File: config.mk
export PLATFORM = sky130hd
export DESIGN_NAME = decision_vote
export DESIGN_NICKNAME = d
export VERILOG_FILES = /design/src/rtl/decision_vote.sv
export SDC_FILE = /design/constraint.sdc
export NUM_CORES = 1
export LEC_CHECK = 0
export CAP_MARGIN = 20
export CORE_UTILIZATION = 35
export DETAILED_ROUTE_END_ITERATION = 6
export PLACE_DENSITY = 0.58
export SYNTH_ARGS = -nofsm -noshare
export SYNTH_HDL_FRONTEND = slang
export SYNTH_SLANG_ARGS = --single-unit
File: constraint.sdc
create_clock -name i_clk -period 21.7 [get_ports i_clk]
set_clock_uncertainty 0.2 [all_clocks]
set_input_delay 4.34 -clock i_clk [delete_from_list [all_inputs] [get_ports i_clk]]
set_output_delay 4.34 -clock i_clk [all_outputs]
set_load 0.005 [all_outputs]
File: src/rtl/decision_vote.sv
// Hard-decision stage for the CDR: majority-votes an odd window of phase-sign
// samples around each symbol mid-point and emits one bit per symbol.
module decision_vote #(
  parameter int NBP_W    = 6,
  parameter int MAX_VOTE = 7,
  parameter bit INVERT   = 1'b1
) (
  input  logic             i_clk,
  input  logic             i_rst,
  input  logic             i_phase,
  input  logic [NBP_W-1:0] i_nb_P,
  input  logic [3:0]       i_vote_len,
  input  logic [1:0]       i_adj,
  input  logic             i_flag,
  output logic             o_data,
  output logic             o_valid,
  output logic             o_flag,
  output logic [NBP_W-1:0] o_cnt
);

  localparam int AW = $clog2(MAX_VOTE + 1);

  function automatic logic [NBP_W-1:0] f_sat_n(input logic [NBP_W-1:0] n);
    return (n < NBP_W'(3)) ? NBP_W'(3) : n;
  endfunction

  // Vote length is forced odd and into [1, MAX_VOTE].
  function automatic logic [NBP_W-1:0] f_sat_l(input logic [3:0] v);
    int l;
    l = int'(v);
    if (l < 1) l = 1;
    if (l > MAX_VOTE) l = MAX_VOTE;
    if ((l % 2) == 0) l = l - 1;
    return NBP_W'(l);
  endfunction

  logic [NBP_W-1:0] r_cnt, r_n, r_l;
  logic [AW-1:0]    r_acc;
  logic             r_hold, r_first, r_flag_d, r_pend;
  logic             r_data, r_valid, r_flag;

  logic [NBP_W-1:0] w_n, w_l, w_d, w_hl, w_h, w_lo, w_hi, w_base, w_sum;
  logic             w_last, w_wrap, w_start, w_end, w_in_win, w_maj, w_rise;

  // The first edge after reset runs on the freshly loaded configuration.
  always_comb begin
    w_n      = r_first ? f_sat_n(i_nb_P) : r_n;
    w_l      = r_first ? f_sat_l(i_vote_len) : r_l;
    w_d      = (w_n - NBP_W'(1)) >> 1;
    w_hl     = (w_l - NBP_W'(1)) >> 1;
    w_h      = (w_hl < w_d) ? w_hl : w_d;
    w_lo     = w_d - w_h;
    w_hi     = w_d + w_h;
    w_last   = (r_cnt == w_n - NBP_W'(1));
    w_wrap   = w_last && !r_hold;
    w_in_win = (r_cnt >= w_lo) && (r_cnt <= w_hi);
    w_start  = !r_hold && (r_cnt == w_lo);
    w_end    = !r_hold && (r_cnt == w_hi);
    w_base   = w_start ? '0 : NBP_W'(r_acc);
    w_sum    = w_base + NBP_W'(i_phase);
    w_maj    = (w_sum > w_h);
    w_rise   = i_flag && !r_flag_d;
  end

  always_ff @(posedge i_clk or negedge i_rst) begin
    if (!i_rst) begin
      r_cnt    <= '0;
      r_n      <= NBP_W'(3);
      r_l      <= NBP_W'(1);
      r_acc    <= '0;
      r_hold   <= 1'b0;
      r_first  <= 1'b1;
      r_flag_d <= 1'b0;
      r_pend   <= 1'b0;
      r_data   <= 1'b0;
      r_valid  <= 1'b0;
      r_flag   <= 1'b0;
    end else begin
      r_first  <= 1'b0;
      r_flag_d <= i_flag;
      if (r_first || w_wrap) begin
        r_n <= f_sat_n(i_nb_P);
        r_l <= f_sat_l(i_vote_len);
      end
      // Retard holds the last index one extra cycle; the held cycle is not voted.
      if (r_hold) begin
        r_hold <= 1'b0;
        r_cnt  <= '0;
      end else if (w_last) begin
        case (i_adj)
          2'b01:   r_cnt  <= NBP_W'(1);
          2'b10:   r_hold <= 1'b1;
          default: r_cnt  <= '0;
        endcase
      end else begin
        r_cnt <= r_cnt + NBP_W'(1);
      end
      if (w_start)
        r_acc <= AW'(i_phase);
      else if (!r_hold && w_in_win)
        r_acc <= r_acc + AW'(i_phase);
      r_valid <= w_end;
      if (w_end)
        r_data <= INVERT ? ~w_maj : w_maj;
      r_flag <= w_end && r_pend;
      if (w_rise)
        r_pend <= 1'b1;
      else if (w_end)
        r_pend <= 1'b0;
    end
  end

  assign o_data  = r_data;
  assign o_valid = r_valid;
  assign o_flag  = r_flag;
  assign o_cnt   = r_cnt;

endmodule

==> qor.csv <==
metric,value,unit
clk_pin_slew,0.10,ns
place_ws,9.41,ns
place_congestion,0.824,
met1Wirelength,2600,um
cp_num_buf_inv,3,
finalSetupTns,0,ns
numCtsBuffers,3,
grt_usage,0.157,
post-route-period-util,0.552,
io_pins,25,
core.rowCount,30,
wl_met3,90,um
crit_fanout,10,
fmax,0.0835,GHz
grt_pass1_wl,9320,um
cp-end-kind,register,
vias,1980,
worst_slew_pin_slew,0.684,ns
crit_top_cell,ha_1,
syn_area,2530,sq um
cts_tree,done,
syn_avg_cell_area,9.13,sq um
async_flop_share,1.00,
min_period,11.98,ns
syn_inst,277,
synth_top_cell_by_area,dfrtp_1,
fp.coreArea,6870,sq um
grt_overflow,0,
numPortBuffers,24,
htreeDepth,1,
die_y,87,um
yosys.cell_types.count,48,
hold_viol,0,
n_fill_cell,689,
clkLatencyLatePin,0.28,ns
finalWirelength,5220,um
slew_headroom,0.541,
fin_util,0.424,
power.density,106,nW/um^2
die_width,87,um
cellLeakagePower,1.34,nW
dr_wl_met2,2490,um
numClockSinks,27,
slew_violations,0,
ir_drop,59.6,uV
cp_top_family,adder cells,
synthTopCellsByArea,"dfrtp_1 24%, ha_1 18%, xnor2_1 4.5%, mux2i_1 4.4%, inv_1 3.9%",
drt_iter0_markers,95,
initial_utilization,0.368,
maxCapViolCount,0,
yosys_warnings,0,
route.detailed.drc,0,
outcome,completed,
antenna_found_initial,0,
ys.flop_type,dfrtp_1,
antenna_left,0,
rsz0062_at_grt,no,
wire_per_inst,13.2,um
post-cts-setup-buffers,0,
synth_common_cells,"36 x ha_1, 26 x inv_1, 24 x dfrtp_1",
dp_hpwl,4180,um
cpMaxStageDelayCell,xnor2_1,
fin_ws,9.72,ns
seq_area,679,sq um
cts_resized,0,
grt_max_degree,28,
ys_seq_area_frac,0.269,
cts_buffer_depth,2,
fp.dieArea,7570,sq um
multiInputGateArea,1720,sq um
holdWs,0.239,ns
hold_class,register to register,
postCtsHoldBufs,0,
firstDrtPassIters,4,
cts_root_buf,clkbuf_8,
synth.most_common_cell,ha_1,
viasPerCell,4.99,
synthToLayoutAreaGrowth,15.3,%
yosys.area.top_type_share,0.238,
worstSetupPathType,input port to register,
crit_arrival,11.98,ns
critPathLaunchType,input port,
synth-seq-cells,27,
setup_viol,0,
critPathMaxStageDelay,0.58,ns
drive_above_1_share,0.0664,
nets,356,
antennaDiodeCount,0,
grt_pass1_vias,1959,
highest_layer,met4,
synth_edf_count,0,
cp.required,21.70,ns
[final timing paths]
check / startpoint / endpoint / slack [ns] / cells after the start
setup / recovery: i_nb_P[3] / o_data / 9.72 / 31
hold reg to reg: r_flag_d / r_pend / 0.24 / 1
max in group asynchronous: i_rst / r_n[0] / 16.77 / 2
hold / removal: r_flag_d / r_pend / 0.24 / 1
min in group asynchronous: i_rst / o_cnt[0] / 4.22 / 2
setup reg to reg: r_first / o_data / 14.08 / 27
[per-stage QoR]
step,std cells,area [sq um],power [mW]
2_1_floorplan,278,2530,0.224
3_3_place_gp,393,2870,0.278
3_5_place_dp,393,2870,0.282
4_1_cts,397,2920,0.314
5_1_grt,397,2920,0.346
6_report,397,2920,0.310
[worst register-to-register path, delay by kind of cell, from the launching register on]
family	cells	cell delay, ns
AOI/OAI and AO/OA	10	1.85
xor gates and xnor gates	2	0.74
adders and majority gates	9	2.59
buffers and inverters	2	0.21
DFF	1	0.81
muxes	1	0.39
and+or+nand+nor	3	0.75
[layer usage]
| layer | track usage | vias to the layer above |
|---|---|---|
| met2 | 0.269 | 21 |
| li1 | - | 1027 |
| met5 | 0 | - |
| met1 | 0.214 | 928 |
| met3 | 0.0152 | 4 |
| met4 | 0.0364 | 0 |
[final cells by class]
| class | instances | area share |
|---|---|---|
| Clock buffer | 3 | 0.0142 |
| Tap cell | 96 | 0.0412 |
| Inverter | 27 | 0.0348 |
| Sequential cell | 27 | 0.233 |
| Timing Repair Buffer | 25 | 0.0850 |
| Clock inverter | 1 | 0.00258 |
| Multi-Input combinational cell | 218 | 0.589 |
[report_power, final]
part	switching [mW]	total, mW	internal (mW)	leakage (nW)
Clock	0.0173	0.0304	0.0131	0.0217
Sequential	0.0208	0.0856	0.0648	0.325
Combinational	0.0948	0.194	0.0988	0.997
[flip-flops by register name, indices dropped and copies added, names as in the netlist]
register and cells:
o_cnt 6, r_hold 1, o_flag 1, o_data 1, o_valid 1, r_pend 1, r_n 6, r_acc 3
r_first 1, r_l 5, r_flag_d 1
[kinds of logic (layout without fill, tap and decap cells)]
logic type | count (synthesis) | in the layout | synth area share
AO/OA/AOI/OAI | 56 | 56 | 0.145
XOR/XNOR | 21 | 21 | 0.0787
adder cells (fa/ha/maj) | 39 | 39 | 0.198
buffers and inverters | 33 | 56 | 0.0534
flip-flops | 27 | 27 | 0.269
multiplexers | 20 | 20 | 0.0846
other | 1 | 2 | 0.00148
AND/OR/NAND/NOR | 80 | 80 | 0.170
[layout by cell type (no fill, tap or decap), types with 2 or more instances in the layout]
cell	count
a211oi_1	4
a21o_1	4
a21oi_1	16
a31oi_1	5
and2_1	2
and3_1	3
clkbuf_8	3
clkdlybuf4s50_1	24
conb_1	2
dfrtp_1	24
dfstp_2	3
fa_1	2
ha_1	36
inv_1	26
mux2_2	8
mux2i_1	11
nand2_1	13
nand2b_1	6
nand3_1	9
nand3b_1	3
nand4_1	2
nor2_1	14
nor2b_1	10
nor3_1	4
nor3b_1	3
nor4_1	3
o21a_1	5
o21ai_0	10
o21bai_1	4
or3_1	5
xnor2_1	13
xor2_1	7
Note: power is estimated with default switching activity, not from simulation.
